--- src/rtl/iq_pkg.sv ---
// ----------------------------------------------------------------------------
// iq_pkg
// Shared definitions for the issue-queue dispatch controller:
//   - iq_state_e : controller FSM state encoding (RUN / STALL / FLUSH)
//   - DISP_W     : dispatch group width (lanes per cycle)
// ----------------------------------------------------------------------------
package iq_pkg;

    localparam int DISP_W = 4;

    typedef enum logic [1:0] {
        RUN   = 2'd0,
        STALL = 2'd1,
        FLUSH = 2'd2
    } iq_state_e;

endpackage : iq_pkg

--- src/rtl/iq_dispatch_ctrl_popcount4.sv ---
// ----------------------------------------------------------------------------
// popcount4
// Purely combinational population count of a 4-bit dispatch valid mask.
// Ports:
//   i_mask  in  4  lane valid mask
//   o_cnt   out 3  number of set bits (0..4)
// ----------------------------------------------------------------------------
module popcount4 (
    input  logic [3:0] i_mask,
    output logic [2:0] o_cnt
);

    always_comb begin
        o_cnt = 3'd0;
        for (int i = 0; i < 4; i++) begin
            o_cnt = o_cnt + {2'b00, i_mask[i]};
        end
    end

endmodule : popcount4

--- src/rtl/iq_dispatch_ctrl.sv ---
// ----------------------------------------------------------------------------
// iq_dispatch_ctrl
// Occupancy / flow controller for a 4-in/1-out compacting issue queue.
// Accepts whole dispatch groups of up to 4 instructions, drives the queue
// write/shift enable, tracks live entries from issue and branch-kill events,
// and holds the queue disabled for FLUSH_CYC cycles after a pipeline flush.
//
// Parameters:
//   SIZE       issue-queue entries (>= 4)
//   FLUSH_CYC  cycles the queue is held disabled after a flush (>= 1)
//   CW         count width, $clog2(SIZE+1) (derived)
//
// Ports:
//   i_clk         in   1   clock, rising edge
//   i_rst_n       in   1   asynchronous active-low reset
//   i_disp_valid  in   4   dispatch lane valids, contiguous from bit 0
//   o_disp_ready  out  1   group accepted when valid!=0 && ready
//   o_en          out  1   issue-queue shift/write enable
//   i_issue       in   1   queue granted one entry this cycle
//   i_kill_cnt    in   CW  entries squashed by branch kill this cycle
//   i_flush       in   1   full pipeline flush
//   o_count       out  CW  live entries
//   o_full        out  1   o_count > SIZE-4
//   o_empty       out  1   o_count == 0
//   o_stall_cyc   out  32  (IQ_STATS_EN only) saturating count of cycles in
//                          which dispatch was valid but not ready
//
// Build option: define IQ_STATS_EN to add the o_stall_cyc counter/port.
// ----------------------------------------------------------------------------
module iq_dispatch_ctrl
    import iq_pkg::*;
#(
    parameter  int SIZE      = 32,
    parameter  int FLUSH_CYC = 2,
    localparam int CW        = $clog2(SIZE + 1)
) (
    input  logic              i_clk,
    input  logic              i_rst_n,
    input  logic [DISP_W-1:0] i_disp_valid,
    output logic              o_disp_ready,
    output logic              o_en,
    input  logic              i_issue,
    input  logic [CW-1:0]     i_kill_cnt,
    input  logic              i_flush,
    output logic [CW-1:0]     o_count,
    output logic              o_full,
`ifdef IQ_STATS_EN
    output logic [31:0]       o_stall_cyc,
`endif
    output logic              o_empty
);

    localparam int          TW        = (FLUSH_CYC > 1) ? $clog2(FLUSH_CYC) : 1;
    localparam logic [TW-1:0] TMR_LOAD = TW'(FLUSH_CYC - 1);
    // Highest occupancy at which a full 4-wide group still fits.
    localparam logic [CW:0] FIT_LIM   = (CW + 1)'(SIZE - DISP_W);
    localparam logic [CW:0] SIZE_W    = (CW + 1)'(SIZE);

    // Registered state
    iq_state_e     r_state;
    logic [CW-1:0] r_count;
    logic [TW-1:0] r_timer;
    logic          r_full;
    logic          r_empty;

    // Combinational
    iq_state_e     w_state_next;
    logic [TW-1:0] w_timer_next;
    logic [2:0]    w_popcnt;
    logic [CW:0]   w_room;
    logic          w_ready;
    logic          w_accept;
    logic [CW:0]   w_add;
    logic [CW:0]   w_sub;
    logic [CW:0]   w_diff;
    logic          w_underflow;
    logic [CW-1:0] w_count_next;
    logic          w_en;

    popcount4 u_popcount4 (
        .i_mask (i_disp_valid),
        .o_cnt  (w_popcnt)
    );

    // ------------------------------------------------------------------
    // State register
    // ------------------------------------------------------------------
    always_ff @(posedge i_clk or negedge i_rst_n) begin
        if (!i_rst_n) begin
            r_state <= RUN;
            r_count <= '0;
            r_timer <= '0;
            r_full  <= 1'b0;
            r_empty <= 1'b1;
        end else begin
            r_state <= w_state_next;
            r_count <= w_count_next;
            r_timer <= w_timer_next;
            r_full  <= ({1'b0, w_count_next} > FIT_LIM);
            r_empty <= (w_count_next == '0);
        end
    end

    // ------------------------------------------------------------------
    // Next-state, occupancy arithmetic and outputs
    // ------------------------------------------------------------------
    always_comb begin
        w_state_next = r_state;
        w_timer_next = r_timer;

        // Ready depends only on registered state so it never loops back
        // through the dispatch stage in the same cycle.
        w_room   = SIZE_W - {1'b0, r_count};
        w_ready  = (r_state != FLUSH) && (w_room >= (CW + 1)'(DISP_W));
        // Flush wins over everything: a group presented alongside it is dropped.
        w_accept = (i_disp_valid != '0) && w_ready && !i_flush;

        // Arithmetic is one bit wider than the count so underflow is visible.
        w_add       = {1'b0, r_count} + (w_accept ? (CW + 1)'(w_popcnt) : '0);
        w_sub       = (CW + 1)'(i_issue) + {1'b0, i_kill_cnt};
        w_underflow = (w_sub > w_add);
        w_diff      = w_add - w_sub;

        if (i_flush || w_underflow) begin
            w_count_next = '0;
        end else begin
            w_count_next = w_diff[CW-1:0];
        end

        // The queue is frozen for the whole flush window, including the
        // cycle the flush itself is signalled.
        w_en = (r_state != FLUSH) && !i_flush &&
               (w_accept || i_issue || (i_kill_cnt != '0));

        case (r_state)
            RUN, STALL: begin
                if (i_flush) begin
                    w_state_next = FLUSH;
                    w_timer_next = TMR_LOAD;
                end else if ({1'b0, w_count_next} > FIT_LIM) begin
                    w_state_next = STALL;
                end else begin
                    w_state_next = RUN;
                end
            end
            FLUSH: begin
                if (i_flush) begin
                    w_timer_next = TMR_LOAD;
                end else if (r_timer == '0) begin
                    w_state_next = RUN;
                end else begin
                    w_timer_next = r_timer - 1'b1;
                end
            end
            default: begin
                w_state_next = RUN;
                w_timer_next = '0;
            end
        endcase
    end

    assign o_disp_ready = w_ready;
    assign o_en         = w_en;
    assign o_count      = r_count;
    assign o_full       = r_full;
    assign o_empty      = r_empty;

`ifdef IQ_STATS_EN
    logic [31:0] r_stall_cyc;

    always_ff @(posedge i_clk or negedge i_rst_n) begin
        if (!i_rst_n) begin
            r_stall_cyc <= '0;
        end else if ((i_disp_valid != '0) && !w_ready && (r_stall_cyc != 32'hFFFF_FFFF)) begin
            r_stall_cyc <= r_stall_cyc + 32'd1;
        end
    end

    assign o_stall_cyc = r_stall_cyc;
`endif

`ifndef SYNTHESIS
    // Protocol sanity: lanes must fill from bit 0, and the count may not go
    // negative (an upstream accounting bug; the count is clamped to 0).
    always @(posedge i_clk) begin
        if (i_rst_n) begin
            if ((i_disp_valid & (i_disp_valid + 4'd1)) != 4'd0) begin
                $error("iq_dispatch_ctrl: non-contiguous i_disp_valid %b", i_disp_valid);
            end
            if (!i_flush && w_underflow) begin
                $error("iq_dispatch_ctrl: occupancy underflow (count %0d)", r_count);
            end
        end
    end
`endif

endmodule : iq_dispatch_ctrl

--- config.mk ---
export PLATFORM = sky130hd
export DESIGN_NAME = iq_dispatch_ctrl
export DESIGN_NICKNAME = d
export VERILOG_FILES = /design/src/rtl/iq_pkg.sv /design/src/rtl/iq_dispatch_ctrl_popcount4.sv /design/src/rtl/iq_dispatch_ctrl.sv
export SDC_FILE = /design/constraint.sdc
export NUM_CORES = 1
export LEC_CHECK = 0
export BUFFER_PORTS_ARGS = -buffer_cell sky130_fd_sc_hd__clkbuf_2
export CAP_MARGIN = 30
export CORE_ASPECT_RATIO = 1.4
export CORE_MARGIN = 4
export CORE_UTILIZATION = 54
export DETAILED_ROUTE_END_ITERATION = 10
export HOLD_SLACK_MARGIN = 0.06
export PLACE_DENSITY = 0.81
export SLEW_MARGIN = 10
export SYNTH_ARGS = -nofsm -noshare
export SYNTH_HDL_FRONTEND = slang
export SYNTH_HIERARCHICAL = 1
export SYNTH_SLANG_ARGS = --single-unit
--- constraint.sdc ---
create_clock -name i_clk -period 3.9 [get_ports i_clk]
set_input_delay 0.39 -clock i_clk [delete_from_list [all_inputs] [get_ports i_clk]]
set_output_delay 0.39 -clock i_clk [all_outputs]
set_load 0.02 [all_outputs]
# --- After elaboration in Yosys (flattened, before gate mapping) ---
# Cells that the tools add are included.
word_totals:
  register_bits: 11
  inputBits: 14
  out_inout_bits: 10
  word_cells: 48
classes:
  add_sub_neg: 8
  n_lt_le_gt_ge: 3
  eq_ne: 6
  mux: 11
  n_reduce_logical: 15
op_table:
  columns: ["operator", "count"]
  rows:
  - ["$ne 2x2->1 const B", 4]
  - ["$add 1x6->7", 1]
  - ["$add 6x3->7", 1]
  - ["$ge 7x3->1 const B", 1]
  - ["$gt 7x7->1", 1]
  - ["$sub 6x6->7 const A", 1]
  - ["$add 3x1->3", 2]
  - ["$gt 6x5->1 const B", 1]
  - ["$logic_not 6->1", 1]
  - ["$mux 2", 3]
  - ["$mux 6", 1]
  - ["$reduce_bool 6->1", 1]
  - ["$sub 6x6->6", 1]
  - ["$logic_and 1x1->1", 5]
  - ["$mux 1", 4]
  - ["$pmux 2 s2", 1]
  - ["$reduce_bool 4->1", 1]
  - ["$logic_or 1x1->1", 3]
  - ["$mux 3", 1]
  - ["$add 1x1->2", 1]
  - ["$eq 2x1->1 const B", 1]
  - ["$eq 2x2->1 const B", 1]
  - ["$logic_not 2->1", 1]
  - ["$pmux 1 s2", 1]
  - ["4 further kinds", 4]

# --- Depth between registers and ports, before layout ---
logic_depth:
  ltp_word: 14
  ltp_mapped: 17
  mapped_depth_nobuf: 17

# --- Cells and area by module ---
# The synthesis kept the hierarchy.
by_module_without_submodules:
  columns: ["mod", "n_inst", "cells_each", "area_each_um2", "seq_area_each_um2"]
  rows:
  - ["iq_dispatch_ctrl", 1, 128, 1118.6, 276.5]
  - ["popcount4", 1, 3, 45.0, 0.0]

# --- Least setup slack after synthesis ---
# Ideal clock, no wire load.
synth_path:
  kind: "input -> register"
  start: "input i_disp_valid[0]"
  end: "register r_state[0]"
  setup_time_ns: 0.096
  arrival_time_ns: 3.598
  required_ns: 3.804
  setup_slack_ns: 0.207
  cell_stages: 14
  n_path_buf: 0
  path_cell_list: "ha_1 -> fa_1 -> ha_1 -> and2_1 -> ha_1 -> a21o_1 -> a21oi_1 -> nor2_1 -> xnor2_1 -> ha_1 -> nand4_1 -> or4b_1 -> o41a_4 -> nor4_2"
synth_between:
  elab_chain_cells: 12
  word_cells_on_any_way: 16
  cone_classes: "add/sub: 5; order compare: 2; mux: 5; reduce/logical: 4"
synth_lines:
  columns: ["item", "line_no", "text"]
  rows:
  - ["start: declaration", "iq_dispatch_ctrl.sv:39", "input logic [DISP_W-1:0] i_disp_valid,"]
  - ["$add 1x1->2 (*)", "iq_dispatch_ctrl_popcount4.sv:16", "o_cnt = o_cnt + {2'b00, i_mask[i]};"]
  - ["$add 3x1->3 (*) (2 in series)", "iq_dispatch_ctrl_popcount4.sv:16", null]
  - ["named net w_popcnt[1]", "iq_dispatch_ctrl.sv:69", "logic [2:0] w_popcnt;"]
  - ["$mux 3 (*)", "iq_dispatch_ctrl.sv:119", "w_add = {1'b0, r_count} + (w_accept ? (CW + 1)'(w_popcnt) : '0);"]
  - ["$add 6x3->7 (*)", "iq_dispatch_ctrl.sv:119", null]
  - ["$gt 7x7->1", "iq_dispatch_ctrl.sv:121", "w_underflow = (w_sub > w_add);"]
  - ["$logic_or 1x1->1", "iq_dispatch_ctrl.sv:124", "if (i_flush || w_underflow) begin"]
  - ["$mux 6 (*)", "iq_dispatch_ctrl.sv:124", null]
  - ["$gt 6x5->1 (*)", "iq_dispatch_ctrl.sv:140", "end else if ({1'b0, w_count_next} > FIT_LIM) begin"]
  - ["$mux 1 (*)", "iq_dispatch_ctrl.sv:140", null]
  - ["$mux 2 (*)", "iq_dispatch_ctrl.sv:137", "if (i_flush) begin"]
  - ["$pmux 2 s2 (*)", "iq_dispatch_ctrl.sv:135", "case (r_state)"]
  - ["end signal: assignment", "iq_dispatch_ctrl.sv:96", "r_state <= w_state_next;"]
  - ["end: declaration", "iq_dispatch_ctrl.sv:60", "iq_state_e r_state;"]
# Mark *: on every way through the listed nets, which the timed path passes. The rest lies on a longest branch.
# A chain may end at the register's enable or synchronous reset.

# --- Final worst setup path ---
layout_path:
  start: "register r_count[3] (netlist: o_count[3])"
  end: "register r_count[5] (netlist: o_count[5])"
layout_between:
  elab_chain_cells: 10
  word_cells_on_any_way: 11
  cone_classes: "add/sub: 3; order compare: 2; mux: 2; reduce/logical: 4"
layout_lines:
  columns: ["item", "line_no", "text"]
  rows:
  - ["start: declaration", "iq_dispatch_ctrl.sv:61", "logic [CW-1:0] r_count;"]
  - ["start signal: assignment", "iq_dispatch_ctrl.sv:97", "r_count <= w_count_next;"]
  - ["$sub 6x6->7", "iq_dispatch_ctrl.sv:113", "w_room = SIZE_W - {1'b0, r_count};"]
  - ["$ge 7x3->1", "iq_dispatch_ctrl.sv:114", "w_ready = (r_state != FLUSH) && (w_room >= (CW + 1)'(DISP_W));"]
  - ["$logic_and 1x1->1", "iq_dispatch_ctrl.sv:114", null]
  - ["$logic_and 1x1->1 (2 in series)", "iq_dispatch_ctrl.sv:116", "w_accept = (i_disp_valid != '0) && w_ready && !i_flush;"]
  - ["$mux 3", "iq_dispatch_ctrl.sv:119", null]
  - ["$add 6x3->7 (*)", "iq_dispatch_ctrl.sv:119", null]
  - ["$gt 7x7->1", "iq_dispatch_ctrl.sv:121", null]
  - ["$logic_or 1x1->1", "iq_dispatch_ctrl.sv:124", null]
  - ["$mux 6 (*)", "iq_dispatch_ctrl.sv:124", null]
  - ["named net w_count_next[5]", "iq_dispatch_ctrl.sv:77", "logic [CW-1:0] w_count_next;"]
# Marked as above.

==> results.txt <==
----------------------------------------------------
[STA]
  Fmax achieved ... 0.2736 GHz
  Final worst setup slack ... 0.2451 ns
  Transition time at the pin with the least slew margin ... 0.3802 ns
  Final clock period utilization by the worst path ... 93.72%
  Final worst hold slack ... 0.4480 ns
  Unrepaired setup endpoints after global routing ... no
  Relative slew margins ... 74.57%
  Final critical delay including setup and external delays ... 3.655 ns
  Total of endpoints with negative setup slack in the final report ... 0
  Worst clock skew on the final layout ... 0.0005813 ns
  Max-slew violation count ... 0
  Number of hold violations in the final report ... 0

[Floorplan]
  Vertical extent of the die ... 62.93 microns
  Core Region ... 0.001997 sq mm
  I/O pin cnt ... 24
  Die outline width ... 47.23 microns
  Die outline area ... 0.002972 sq mm
  Number of rows in the core area ... 19
  Starting utilization of the core area ... 58.27%

[Global route]
  Leftover overflow at the end of global routing ... 0
  Number of antenna violations at the first check in global routing ... 0
  Largest net degree at the start of global routing ... 12
  Overall Global Routing Usage ... 19.27%
  Vias in the first global route ... 1,053
  First-pass GRT wire length ... 4360 microns

[Setup path]
  Type of the worst setup path ... reg -> reg
  Type of destination of the critical path ... flop
  Worst Setup Start Kind ... flop
  Worst reg-to-reg path cell count ... 15
  Worst path required time ... 4.10 ns
  Worst r2r src ... o_count[3]
  Register-to-register path setup slack ... 0.25 ns
  Crit Path Max Fanout ... 9
  Worst setup path endpoint ... o_count[5]
  Worst setup path startpoint ... o_count[3]
  Data arrival time of the worst path ... 3.86 ns
  FF-to-FF End ... o_count[5]

[CTS]
  Buffer depth of the longest clock path ... 2
  Clock slew seen by the registers of the worst setup and hold paths ... 0.07 ns
  Clock tree from TritonCTS ... built
  H-tree depth reported by CTS ... 1
  Clk sink count ... 11
  Worst-skew pair later-pin latency ... 0.26 ns
  Inserted Clock Buffers ... 3
  Cell at the root of the clock tree ... clkbuf_4

[Final layout]
  # diodes ... 0
  Area growth from synthesis to layout ... 23.87%
  Post-layout nets ... 202
  Share of post-route cells with drive strength above 1 ... 30.30%
  Finished layout cell area ... 0.001441 sq mm

[Synthesis]
  Synthesized instance count ... 131
  Cell variety after synth ... 37
  Mean cell area of the mapped netlist ... 8.883 sq um
  Area contributors post-synth ... dfrtp_1, ha_1, fa_1
  Post-synthesis async set-or-reset flop share ... 100.0%
  Post-synthesis cell type with the largest combined area ... dfrtp_1
  Dominant cell by count in the synthesized netlist ... ha_1
  Part of the Yosys area used for sequential elements ... 23.76%
  Post-synthesis sequential element count ... 11
  Share of the synthesized area in the top cell type ... 21.51%
  Synthesized net count ... 167
  Post-Syn Area ... 0.001164 sq mm
  Count of synthesis-stage warnings from yosys ... 6
  Commonest cells post-synth ... ha_1, nor2_1, inv_1
  Most used flip-flop cell after synthesis ... dfrtp_1
  Count of flip-flops with a built-in enable after synthesis ... 0

[Pwr]
  Leakage component of the power ... 0.7475 nW
  Total power of the final layout ... 0.0009639 W
  Gate power share ... 70.3%
  Pwr/cell area ... 668.8 mW/mm^2
  Part of the total power dissipated in sequential elements ... 21.9%
  Psw ... 0.0004870 W
  Sw frac ... 50.52%
  Internal power ... 0.0004769 W
  Clock share of power ... 7.8%
  Worst vdd ir ... 0.4426 mV

[Placement]
  Half-perimeter wire length after placement ... 2298 microns
  Post-place setup slack ... -0.1757 ns
  Input/output buffers ... 23
  RePlAce Congestion ... 0.8410
  Placement-stage cell area ... 0.001331 sq mm

[Routing]
  Routed via count ... 1,071
  Detailed Routing Iterations Pass 1 ... 4
  Drt via density ... 5.758
  Routed WL ... 2775 microns
  Routed wirelength normalized by instance count ... 14.92 microns
  Initial detailed-routing violation count ... 35
  Number of design rule violations left after detail routing ... 0
  Count of nets left with antenna violations after detail routing ... 0

[Status]
  Run status ... finished clean

[Flow run]
  Max-cap viol count ... 0

[Min path]
  Hold Crit Start ... i_flush
  Type of the most critical hold path ... in -> reg

----------------------------------------------------
==> metal layers <==
metal  global-route usage (%)  vias to the layer above  share of wire [%]
li1                         -                      528                  -
met2                    32.55                       41                 53
met5                        0                        -                  0
met3                    2.017                        4                4.0
met4                    6.228                        0                1.8
met1                    24.14                      498                 41
==> cells in the final DEF, fill, tap and decap left out, types with 4 or more instances in the layout <==
| cell type | count |
|---|---|
| nand3_1 | 6 |
| nand2_1 | 5 |
| xnor2_1 | 6 |
| a21oi_1 | 9 |
| inv_1 | 13 |
| dfrtp_1 | 8 |
| clkbuf_2 | 23 |
| and2b_2 | 4 |
| nor2_1 | 15 |
| ha_1 | 18 |
| buf_4 | 7 |
| xor2_1 | 4 |
==> how the worst min path moves through the flow <==
stage | depth (start not counted) | slack, ns | to
global placement | 1 | 0.26 | o_full
CTS | 2 | 0.43 | r_state[0]
finish | 2 | 0.45 | r_state[0]
global route | 2 | 0.47 | r_state[0]
detailed placement | 1 | 0.27 | o_full
floorplan | 0 | 0.09 | o_count[0]
==> registers in the layout, summed over array words and instances, names as in the netlist <==
register  count
o_count       6
r_state       2
o_empty       1
o_full        1
r_timer       1
==> kinds of logic (layout without fill, tap and decap cells) <==
group           count (synthesis)  in the layout  synth area share, %
buf+inv                        14             48                4.516
xor+xnor                       11             11                8.279
simple gates                   49             49                23.12
compound gates                 24             24                14.73
flops                          11             11                23.76
fa+ha+maj                      22             22                25.59
==> area by class of cell <==
type,count,area [sq um]
Clock inverter,1,5.005
Sequential cell,11,279.0
Multi-Input combinational cell,106,882.1
Timing Repair Buffer,31,177.7
Tap cell,21,26.28
Clock buffer,3,22.52
Inverter,13,48.80
Fill cell,134,555.5
==> worst max-delay path, cell delays in order (launching register included) <==
cell      delay (ns)
dfrtp_2         0.44
nor3_1          0.20
nand3_1         0.14
o311ai_2        0.12
nor3_1          0.11
and2_1          0.18
ha_1            0.22
fa_1            0.40
a21o_1          0.21
nand2_1         0.10
xor2_2          0.23
ha_4            0.20
nand4_1         0.11
or4b_1          0.54
o41a_4          0.16
and2b_2         0.24
==> what timing repair did <==
action / CTS / global route
endpoints found under the setup margin: 4 / 9
pin swaps: 0 / 3
setup buffers: 0 / 3
hold endpoints to repair: 10 / 0
hold buffers: 1 / 0
resized for setup: 1 / 9
gates cloned: 0 / 0
==> power groups by stage <==
stage	combinational [W]	sequential [W]	clock [W]
finish	0.000678	0.000211	0.0000748
global route	0.000749	0.000215	0.0000849
CTS	0.000606	0.000204	0.0000774
detailed placement	0.000601	0.000206	0
global placement	0.000585	0.000204	0
floorplan	0.000386	0.000240	0
==> through the flow <==
step | TNS [ns] | util [%] | std cells
final | 0 | 72.18 | 186
after global placement | -0.4937 | 66.67 | 178
after global routing | 0 | 72.18 | 186
after floorplan | 0 | - | 131
after detailed placement | -0.8820 | 66.67 | 178
after CTS | 0 | 68.55 | 183
Power figures use the tool's default switching activity.
